File: src/rtl/launcher_pkg.sv
// Shared types and widths for the program launcher: FSM states, data-memory
// write payload, byte/address width and RUN cycle-counter width.
package launcher_pkg;

    localparam int unsigned BYTE_W = 8;
    localparam int unsigned CYC_W  = 16;

    typedef enum logic [2:0] {
        ST_IDLE = 3'd0,
        ST_LOAD = 3'd1,
        ST_CRST = 3'd2,
        ST_RUN  = 3'd3,
        ST_DONE = 3'd4
    } state_t;

    typedef struct packed {
        logic [BYTE_W-1:0] addr;
        logic [BYTE_W-1:0] wdat;
    } dm_wr_t;

endpackage

File: src/rtl/sat_counter.sv
// Up-counter with synchronous clear and enable that sticks at all-ones.
module sat_counter
    import launcher_pkg::*;
#(
    parameter int unsigned W = CYC_W
) (
    input  logic         clk,
    input  logic         rst_n,
    input  logic         i_clear,
    input  logic         i_enable,
    output logic [W-1:0] o_count
);

    logic [W-1:0] r_count;

    // Clear has priority over counting.
    always_ff @(posedge clk or negedge rst_n) begin
        if (!rst_n) begin
            r_count <= '0;
        end else if (i_clear) begin
            r_count <= '0;
        end else if (i_enable && (r_count != {W{1'b1}})) begin
            r_count <= r_count + W'(1);
        end
    end

    assign o_count = r_count;

endmodule

File: src/rtl/prog_launcher.sv
// Preloads LOAD_LEN bytes into the core's data memory, pulses core reset,
// then lets the core run until it reports done or the cycle budget expires.
module prog_launcher
    import launcher_pkg::*;
#(
    parameter int unsigned LOAD_LEN = 64,
    parameter int unsigned TIMEOUT  = 4095
) (
    input  logic              clk,
    input  logic              rst_n,
    input  logic              i_start,
    input  logic              i_in_valid,
    input  logic [BYTE_W-1:0] i_in_data,
    output logic              o_in_ready,
    output logic              o_dm_wen,
    output logic [BYTE_W-1:0] o_dm_addr,
    output logic [BYTE_W-1:0] o_dm_wdat,
    output logic              o_core_reset,
    input  logic              i_core_done,
    output logic              o_busy,
    output logic              o_finished,
    output logic              o_timed_out,
    output logic [CYC_W-1:0]  o_cycles
);

    // Index is one bit wider than the address so LOAD_LEN=256 is reachable.
    localparam int unsigned     IDX_W    = BYTE_W + 1;
    localparam logic [IDX_W-1:0] LAST_IDX = IDX_W'((LOAD_LEN == 0) ? 0 : LOAD_LEN - 1);
    localparam logic [CYC_W-1:0] TO_LAST  = CYC_W'(TIMEOUT - 1);

    state_t             r_state;
    state_t             w_next_state;
    logic [IDX_W-1:0]   r_idx;
    logic               r_crst_cnt;
    dm_wr_t             r_dm;
    logic               r_dm_wen;
    logic               r_core_reset;
    logic               r_finished;
    logic               r_timed_out;
    logic [CYC_W-1:0]   w_cycles;
    logic               w_xfer;
    logic               w_launch;
    logic               w_timeout;

    assign w_xfer    = (r_state == ST_LOAD) && i_in_valid;
    assign w_launch  = ((r_state == ST_IDLE) || (r_state == ST_DONE)) && i_start;
    assign w_timeout = (w_cycles == TO_LAST);

    always_ff @(posedge clk or negedge rst_n) begin
        if (!rst_n) begin
            r_state <= ST_IDLE;
        end else begin
            r_state <= w_next_state;
        end
    end

    always_comb begin
        w_next_state = r_state;
        case (r_state)
            ST_IDLE, ST_DONE: begin
                if (i_start) begin
                    w_next_state = (LOAD_LEN == 0) ? ST_CRST : ST_LOAD;
                end
            end
            ST_LOAD: begin
                if (w_xfer && (r_idx == LAST_IDX)) begin
                    w_next_state = ST_CRST;
                end
            end
            ST_CRST: begin
                if (r_crst_cnt) begin
                    w_next_state = ST_RUN;
                end
            end
            ST_RUN: begin
                if (i_core_done || w_timeout) begin
                    w_next_state = ST_DONE;
                end
            end
            default: w_next_state = ST_IDLE;
        endcase
    end

    // Registered outputs; core_reset is low exactly while the state is RUN.
    always_ff @(posedge clk or negedge rst_n) begin
        if (!rst_n) begin
            r_idx        <= '0;
            r_crst_cnt   <= 1'b0;
            r_dm         <= '0;
            r_dm_wen     <= 1'b0;
            r_core_reset <= 1'b1;
            r_finished   <= 1'b0;
            r_timed_out  <= 1'b0;
        end else begin
            r_dm_wen     <= w_xfer;
            r_core_reset <= (w_next_state != ST_RUN);
            r_crst_cnt   <= (r_state == ST_CRST) && !r_crst_cnt;
            if (w_xfer) begin
                r_dm.addr <= r_idx[BYTE_W-1:0];
                r_dm.wdat <= i_in_data;
            end
            if (w_launch) begin
                r_idx <= '0;
            end else if (w_xfer) begin
                r_idx <= r_idx + IDX_W'(1);
            end
            // Done beats timeout when both land on the same cycle.
            if ((r_state == ST_DONE) && i_start) begin
                r_finished  <= 1'b0;
                r_timed_out <= 1'b0;
            end else if (r_state == ST_RUN) begin
                if (i_core_done) begin
                    r_finished <= 1'b1;
                end else if (w_timeout) begin
                    r_timed_out <= 1'b1;
                end
            end
        end
    end

    sat_counter #(
        .W (CYC_W)
    ) u_cycles (
        .clk      (clk),
        .rst_n    (rst_n),
        .i_clear  (r_state == ST_CRST),
        .i_enable (r_state == ST_RUN),
        .o_count  (w_cycles)
    );

    assign o_in_ready   = (r_state == ST_LOAD);
    assign o_busy       = (r_state == ST_LOAD) || (r_state == ST_CRST) || (r_state == ST_RUN);
    assign o_dm_wen     = r_dm_wen;
    assign o_dm_addr    = r_dm.addr;
    assign o_dm_wdat    = r_dm.wdat;
    assign o_core_reset = r_core_reset;
    assign o_finished   = r_finished;
    assign o_timed_out  = r_timed_out;
    assign o_cycles     = w_cycles;

endmodule

File: config.mk
export PLATFORM = sky130hd
export DESIGN_NAME = prog_launcher
export DESIGN_NICKNAME = d
export VERILOG_FILES = /design/src/rtl/launcher_pkg.sv /design/src/rtl/sat_counter.sv /design/src/rtl/prog_launcher.sv
export SDC_FILE = /design/constraint.sdc
export NUM_CORES = 1
export LEC_CHECK = 0
export CORE_AREA = 4 4 97 99
export DETAILED_ROUTE_END_ITERATION = 8
export DIE_AREA = 0 0 101 103
export PLACE_DENSITY = 0.5
export SYNTH_ARGS = -nofsm -noshare
export SYNTH_HDL_FRONTEND = slang
export SYNTH_SLANG_ARGS = --single-unit
File: constraint.sdc
create_clock -name clk -period 1.9 [get_ports clk]
set_input_delay 0.57 -clock clk [delete_from_list [all_inputs] [get_ports clk]]
set_output_delay 0.57 -clock clk [all_outputs]
set_load 0.1 [all_outputs]
==> impl_summary.txt, run 1 <==
----------------------------------------------------
[Status]
  Status ... finished, final reports clean

[Yosys]
  Largest cells by area after synthesis ... sky130_fd_sc_hd__dfrtp_1 (51%), sky130_fd_sc_hd__nand2_1 (11%), sky130_fd_sc_hd__mux2i_1 (3.9%)
  Net count of the mapped netlist ... 269
  Syn Area/Cell ... roughly 9.2 µm²
  Total of warnings raised by yosys ... 0
  Share of synthesized area occupied by flip-flops and latches ... a little over half
  Post-synth top area share ... between 50% and 60%
  Number of distinct library cells after synthesis ... 38
  Asr flop ratio synth ... 100%
  Number of synthesized flops with an enable pin ... 0
  Top flip-flop cell by instance count after synthesis ... sky130_fd_sc_hd__dfrtp_1
  Total of flip-flops plus latches after synthesis ... 49
  Number of instances in the synthesized netlist ... 253
  Summed instance area of the synthesized netlist ... 2340 µm²
  Cell type with the largest total area after synthesis ... sky130_fd_sc_hd__dfrtp_1

[Die]
  Row cnt ... 34
  Initial Utilization ... 27.3%
  IO Count ... 51
  Die extent in x ... 101 µm
  Vert. Die Dim ... between 100 and 150 µm
  Floorplan core area ... 8550 µm²
  Area of the die ... 10400 µm²

[Global route]
  Global router's overall resource usage ... 11.8%
  Vias in the first global route ... around 2000
  Wire length of the first global-routing pass ... 9860 µm
  Initial antenna violation count ... 0
  Largest net degree at the start of global routing ... 50
  Overflow after GRT ... 0

[Setup path]
  Highest-delay cell along the critical path ... sky130_fd_sc_hd__dfrtp_2
  Sort of element at the start of the critical path ... register
  Stage delay of the slowest cell on the critical path ... between 400 and 500 ps
  Cell Chain, Critical Path ... buf_6 > nor3b_4 > buf_12
  Critical path arrival ... 1300 ps
  Kind of cell adding the most delay to the critical path ... flip-flops
  Required time at the worst-slack endpoint ... 1330 ps
  Critical-path maximum fanout ... 4
  Crit Path Category ... reg -> out
  Nature of the critical path endpoint ... primary output
  Count of buffer and inverter cells on the critical path ... 2

[Place]
  Post-detail-place hpwl ... 4200 µm
  Dpl cells ... 419
  Final Wtd Congestion ... 0.794
  Number of I/O port buffers ... 50

[Power]
  Total design power ... ~4.4 mW
  Static Leak ... 1.57 nW
  PD cells ... 1200 nW/µm²
  Peak supply drop ... 1.01 mV

[Timing]
  Clock Skew ... 9.76 ps
  Total negative setup slack ... 0 ps
  Smallest hold slack ... 260 ps
  Number of max-slew violations in the final report ... 0
  Period minus WS final ... roughly 1900 ps
  Achievable clock frequency ... 533 MHz
  Setup repair after global routing missed its margin ... true
  Max-slew headroom ... between 70 and 80%
  Share of the cycle needed by the critical path after routing ... 98.7%
  Number of setup violations in the final report ... 0
  Final hold vios ... 0
  Transition time of the tightest slew-check pin ... 367 ps

[Finish]
  Number of standard cells in the layout, taps in and fillers out ... roughly 430
  Antenna cell count ... 0
  Layout net count ... around 340
  Layout overhead on the synthesized area ... 56.9%
  Fraction of layout instances using a drive strength above 1 ... about 30%

[Route]
  DRC violations left ... 0
  Remaining antenna violation count ... 0
  DRC violation total after the first TritonRoute iteration ... 88
  Number of vias per cell after detailed routing ... 4.67
  Average detailed-routed wire length per instance ... between 10 and 15 µm
  First-pass iteration count of the detailed router ... 4
  Total wire length after detailed routing ... 5800 µm
  Via count ... 2018

[Clocking]
  Clock tree buffer depth ... 2
  Clock network latency to the later pin of the worst-skew pair ... 300 ps
  # H-tree levels ... 2
  TritonCTS clock tree ... built
  Clk sinks ... 49
  Root Driver ... sky130_fd_sc_hd__clkbuf_8
  Inserted Clock Buffers ... 5
  Count of hold buffers inserted by post-cts repair ... 0
  Worst-path clk slew ... 90 ps

[Worst hold path]
  Worst hold path class ... in -> async

[Job]
  Reported max-cap violation count ... 0

----------------------------------------------------
[cell usage in the layout, fill, tap and decap left out, types with 8 or more instances in the layout]
cell                              Yosys  final
sky130_fd_sc_hd__dfrtp_2              0      9
sky130_fd_sc_hd__clkdlybuf4s50_1      0     11
sky130_fd_sc_hd__nand2_1             70     70
sky130_fd_sc_hd__buf_4                0     22
sky130_fd_sc_hd__dfrtp_4              0      9
sky130_fd_sc_hd__buf_12               0     39
sky130_fd_sc_hd__inv_1                8      8
sky130_fd_sc_hd__nand3_1             10      9
sky130_fd_sc_hd__nor2_1              13     11
sky130_fd_sc_hd__dfrtp_1             48     30
sky130_fd_sc_hd__a21oi_1             13     13
sky130_fd_sc_hd__mux2i_1              9      9
[kinds of logic after synthesis]
kind of cell	Yosys count	synth area share (%)
AOI/OAI and AO/OA	28	7.01
xor gates and xnor gates	6	2.25
adders and majority gates	3	1.61
buffers and inverters	19	3.42
muxes	9	3.85
DFF	49	52.5
and+or+nand+nor	139	29.4
[area by class of cell]
| class | instances | area [µm²] |
|---|---|---|
| clock buffers | 6 | 72.6 |
| well taps | 108 | 135 |
| repair buffers | 74 | 1070 |
| multi-input cells | 185 | 1080 |
| fillers | 822 | 4880 |
| inverters | 8 | 30.0 |
| flip-flops and latches | 49 | 1270 |
| clock inverters | 2 | 10.0 |
[synth_stat cells, drive strengths merged, types with 2 or more instances]
master / number
nand2b: 2
nand3b: 2
mux2i: 9
nor3b: 2
or4: 4
nand2: 70
o21ai: 7
nor4: 8
nor2: 13
buf: 3
inv: 8
ha: 3
nand4: 7
xor2: 3
and2: 3
o31ai: 3
clkbuf: 8
a21oi: 13
dfrtp: 48
nor3: 3
nand3: 10
xnor2: 3
or3: 8
[layer usage]
metal / share of wire [%] / up-vias / GRT usage [%] / wire length (µm)
li1: - / 1006 / - / -
met1: 45 / 966 / 15.0 / 2610
met2: 47 / 42 / 19.3 / 2750
met3: 6.8 / 4 / 3.99 / 393
met4: 0.86 / 0 / 3.07 / 50
met5: 0 / - / 0 / 0
[where the power goes]
| group | internal, mW | switching, mW |
|---|---|---|
| Combinational | 0.850 | 1.51 |
| Sequential | 1.24 | 0.205 |
| Clock | 0.256 | 0.346 |
[registers in the layout, indices dropped and copies added (netlist names)]
register / count
o_core_reset: 1
o_dm_addr: 8
o_dm_wdat: 8
o_dm_wen: 1
o_finished: 1
o_timed_out: 1
r_crst_cnt: 1
r_idx: 9
r_state: 3
u_cycles.o_count: 16
[timing repair]
item / 4_1_cts / 5_1_grt
endpoints found under the hold margin: 0 / 0
gates resized for setup: 4 / 4
cloned: 0 / 0
setup buffers: 3 / 2
endpoints found under the setup margin: 4 / 8
pin swaps: 1 / 3
[worst reg2reg max path: stages (launching register included)]
cell and delay (ps):
sky130_fd_sc_hd__dfrtp_2 440, sky130_fd_sc_hd__nand3b_1 200, sky130_fd_sc_hd__or3_1 480, sky130_fd_sc_hd__nor4b_1 420, sky130_fd_sc_hd__mux2i_1 220
[worst paths after layout]
path,endpoint,depth (start not counted),slack (ps),from
min in group clk,r_crst_cnt$_DFF_PN0_,1,430,r_crst_cnt$_DFF_PN0_
min reg2reg,r_crst_cnt$_DFF_PN0_,1,430,r_crst_cnt$_DFF_PN0_
max reg2reg,u_cycles.o_count[13]$_DFFE_PN0P_,4,60,r_state[2]$_DFF_PN0_
max,o_in_ready,3,30,r_state[2]$_DFF_PN0_
max in group asynchronous,o_core_reset$_DFF_PN1_,2,1360,rst_n
min,u_cycles.o_count[15]$_DFFE_PN0P_,2,260,rst_n
[stage by stage]
step	setup slack, ps	utilization (%)	cell area [µm²]
CTS	-25.7	42.5	3630
global route	-38.0	42.9	3670
finish	25.1	42.9	3670
detailed placement	-340	41.1	3520
floorplan	-4.49	-	2400
global placement	-318	41.1	3520
Note: power is estimated with default switching activity, not from simulation.
==> run 2, diff against run 1 <==
- PLACE_DENSITY: 0.5 -> 0.51
- SYNTH_HIERARCHICAL: not set -> 1
- clock period: 1.9 -> 2 ns (I/O delays scaled with it)
==> run 2 against run 1 <==
Compared with the run above: core utilization is 1.1 points higher; flip-flop and latch count stayed put; synthesized cell count is 16% lower; setup slack better by 12 ps; sequential share of layout area is 1.3 points lower; largest cell class unchanged.
==> impl_summary.txt, run 2 <==
----------------------------------------------------
[Die]
  Die extent in x ... 101 µm
  IO Count ... 51
  Area of the die ... 10400 µm²
  Initial Utilization ... between 20% and 30%
  Floorplan core area ... ~8600 µm²
  Row cnt ... 34
  Vert. Die Dim ... approximately 100 µm

[Power]
  Peak supply drop ... 0.766 mV
  Static Leak ... 1.59 nW
  PD cells ... roughly 1100 nW/µm²
  Total design power ... slightly above 4 mW

[Finish]
  Utilization after layout ... 44.0%
  Antenna cell count ... 0
  Layout overhead on the synthesized area ... 59.2%
  Most used cells in the layout excluding fill and tap cells ... sky130_fd_sc_hd__buf_12 (40), sky130_fd_sc_hd__dfrtp_1 (32), sky130_fd_sc_hd__buf_4 (20)
  Layout net count ... 299
  Max reg flops ... 16
  Commonest non-fill, non-tap cell in the layout ... sky130_fd_sc_hd__buf_12
  Fraction of layout instances using a drive strength above 1 ... 44.6%

[Timing]
  Clock Skew ... 7.14 ps
  Final worst slack ... 36.6 ps
  Smallest hold slack ... 205 ps
  Transition time of the tightest slew-check pin ... 683 ps
  Share of the cycle needed by the critical path after routing ... 98.2%
  Number of setup violations in the final report ... 0
  Period minus WS final ... between 1500 and 2000 ps
  Final hold vios ... 0
  Setup repair after global routing missed its margin ... true
  Number of max-slew violations in the final report ... 0
  Max-slew headroom ... between 50% and 60%
  Achievable clock frequency ... 509 MHz

[Yosys]
  Cell type with the largest total area after synthesis ... sky130_fd_sc_hd__dfrtp_1
  Multiplexer share of the synthesized area ... 10.4%
  Post-synthesis share of cell area spent on and, or, nand and nor gates ... 23.6%
  Number of distinct library cells after synthesis ... 43
  Top flip-flop cell by instance count after synthesis ... sky130_fd_sc_hd__dfrtp_1
  Post-Synth Adder-Cell Area ... ~1.1%
  Net count of the mapped netlist ... 227
  Syn Area/Cell ... 11.1 µm²
  Number of instances in the synthesized netlist ... 212
  Most repeated cell in the gate-level netlist after synthesis ... sky130_fd_sc_hd__dfrtp_1
  Total of warnings raised by yosys ... 6
  Fraction of the mapped netlist area in compound gates ... 7.73%
  Share of synthesized area occupied by flip-flops and latches ... 51.9%
  Dominant combinational cell family by area after synthesis ... simple AND/OR/NAND/NOR gates
  Asr flop ratio synth ... 100%
  Summed instance area of the synthesized netlist ... 2360 µm²
  Largest cells by area after synthesis ... sky130_fd_sc_hd__dfrtp_1 (51%), sky130_fd_sc_hd__mux2_2 (7.6%), sky130_fd_sc_hd__a21oi_1 (3.4%)
  Post-synth top area share ... 50.8%
  Number of synthesized flops with an enable pin ... 0
  Total of flip-flops plus latches after synthesis ... between 40 and 50
  Xor and xnor fraction of the mapped netlist area ... 2.59%
  Leading cell types by count after synthesis ... sky130_fd_sc_hd__dfrtp_1 (48), sky130_fd_sc_hd__nor2_1 (17), sky130_fd_sc_hd__a21oi_1 (16), sky130_fd_sc_hd__mux2_2 (16)

[Global route]
  Initial antenna violation count ... 0
  Overflow after GRT ... 0
  Largest net degree at the start of global routing ... 21
  Global router's overall resource usage ... 11.5%
  Vias in the first global route ... 1881
  Wire length of the first global-routing pass ... 9530 µm

[Setup path]
  Cell Chain, Critical Path ... nand4_1 > nor4_4 > nor4_1 > mux2_1
  Kind of cell adding the most delay to the critical path ... simple AND/OR/NAND/NOR gates
  Stage delay of the slowest cell on the critical path ... 700 ps
  Count of buffer and inverter cells on the critical path ... 0
  Nature of the critical path endpoint ... register
  Critical-path maximum fanout ... 9
  Sort of element at the start of the critical path ... register
  Required time at the worst-slack endpoint ... 2190 ps
  Crit Path Category ... reg -> reg
  Highest-delay cell along the critical path ... sky130_fd_sc_hd__nor4_4
  Critical path arrival ... 2160 ps

[Route]
  Via count ... 1929
  Remaining antenna violation count ... 0
  First-pass iteration count of the detailed router ... 4
  Total wire length after detailed routing ... 5860 µm
  Number of vias per cell after detailed routing ... just under 5
  Average detailed-routed wire length per instance ... 14.9 µm
  DRC violations left ... 0
  DRC violation total after the first TritonRoute iteration ... 53

[Clocking]
  Inserted Clock Buffers ... 5
  Count of hold buffers inserted by post-cts repair ... 0
  Clock tree buffer depth ... 2
  Root Driver ... sky130_fd_sc_hd__clkbuf_8
  Clock network latency to the later pin of the worst-skew pair ... ~300 ps
  # H-tree levels ... 2
  Clk sinks ... 49
  Worst-path clk slew ... ~100 ps
  TritonCTS clock tree ... built

[Place]
  Number of I/O port buffers ... 50
  Final Wtd Congestion ... about 0.8
  Post-detail-place hpwl ... 4230 µm
  Worst slack after detailed placement ... -88.8 ps

[Worst hold path]
  Worst hold path class ... in -> async

[Status]
  Status ... finished, final reports clean

[Job]
  Reported max-cap violation count ... 0

----------------------------------------------------
==> run 2: path summary, 6_finish.rpt <==
kind | startpoint | to | slack [ps] | depth (start not counted)
max in group asynchronous | rst_n | o_core_reset$_DFF_PN1_ | 1240 | 2
hold / removal | rst_n | o_dm_wdat[5]$_DFFE_PN0P_ | 200 | 1
setup / recovery | u_cycles/o_count[14]$_DFFE_PN0P_ | u_cycles/o_count[15]$_DFFE_PN0P_ | 40 | 4
min in group clk | r_crst_cnt$_DFF_PN0_ | r_crst_cnt$_DFF_PN0_ | 430 | 1
setup reg to reg | u_cycles/o_count[14]$_DFFE_PN0P_ | u_cycles/o_count[15]$_DFFE_PN0P_ | 40 | 4
hold reg to reg | r_crst_cnt$_DFF_PN0_ | r_crst_cnt$_DFF_PN0_ | 430 | 1
==> run 2: power breakdown <==
part           internal, mW  leakage, nW  switching [mW]  total, mW
registers              1.17        0.611           0.177       1.35
clock network         0.497       0.0681           0.348      0.845
logic                 0.741        0.915            1.22       1.96
total                  2.41         1.59            1.74       4.15
==> run 2: stage by stage <==
stage          instance area (µm²)  instances  setup TNS, ps
6_report                      3760        393              0
5_1_grt                       3760        393           -248
4_1_cts                       3690        390              0
3_5_place_dp                  3540        380          -1310
3_3_place_gp                  3540        380           -712
2_1_floorplan                 2410        212              0
==> run 2: final cells by class <==
cell class,count,area (µm²)
Fill cell,767,4790
Sequential cell,49,1260
Multi-Input combinational cell,149,1130
Timing Repair Buffer,74,1080
Tap cell,108,135
Clock buffer,5,68.8
Clock inverter,3,65.1
Inverter,5,22.5
==> run 2: kinds of logic (layout without fill, tap and decap cells) <==
kind of cell | after synthesis | after routing
xor gates and xnor gates | 7 | 7
DFF | 49 | 49
and+or+nand+nor | 88 | 88
muxes | 22 | 22
AOI/OAI and AO/OA | 30 | 30
adders and majority gates | 2 | 2
buffers and inverters | 14 | 87
==> run 2: worst register-to-register path: cells and delay by family, from the launching register on <==
| family | cells | cell delay (ps) |
|---|---|---|
| and+or+nand+nor | 3 | 1050 |
| DFF | 1 | 460 |
| muxes | 1 | 340 |
==> run 2: per-layer routing <==
| metal | share of wire [%] | vias up | GRT usage, % |
|---|---|---|---|
| li1 | - | 922 | - |
| met1 | 45 | 952 | 15.5 |
| met2 | 49 | 49 | 18.2 |
| met3 | 4.7 | 6 | 2.77 |
| met4 | 1.5 | 0 | 3.99 |
| met5 | 0 | - | 0 |
==> run 2: timing repair <==
item / in CTS / in global routing
buffers inserted: 2 / 3
gates resized for setup: 0 / 12
cloned: 0 / 0
endpoints found under the setup margin: 1 / 7
pin swaps: 0 / 3
==> run 3, diff against run 2 <==
- HOLD_SLACK_MARGIN: not set -> 0.05
==> results of run 3 <==
Same layout as run 2: the final DEF is identical, and so are final timing and power.
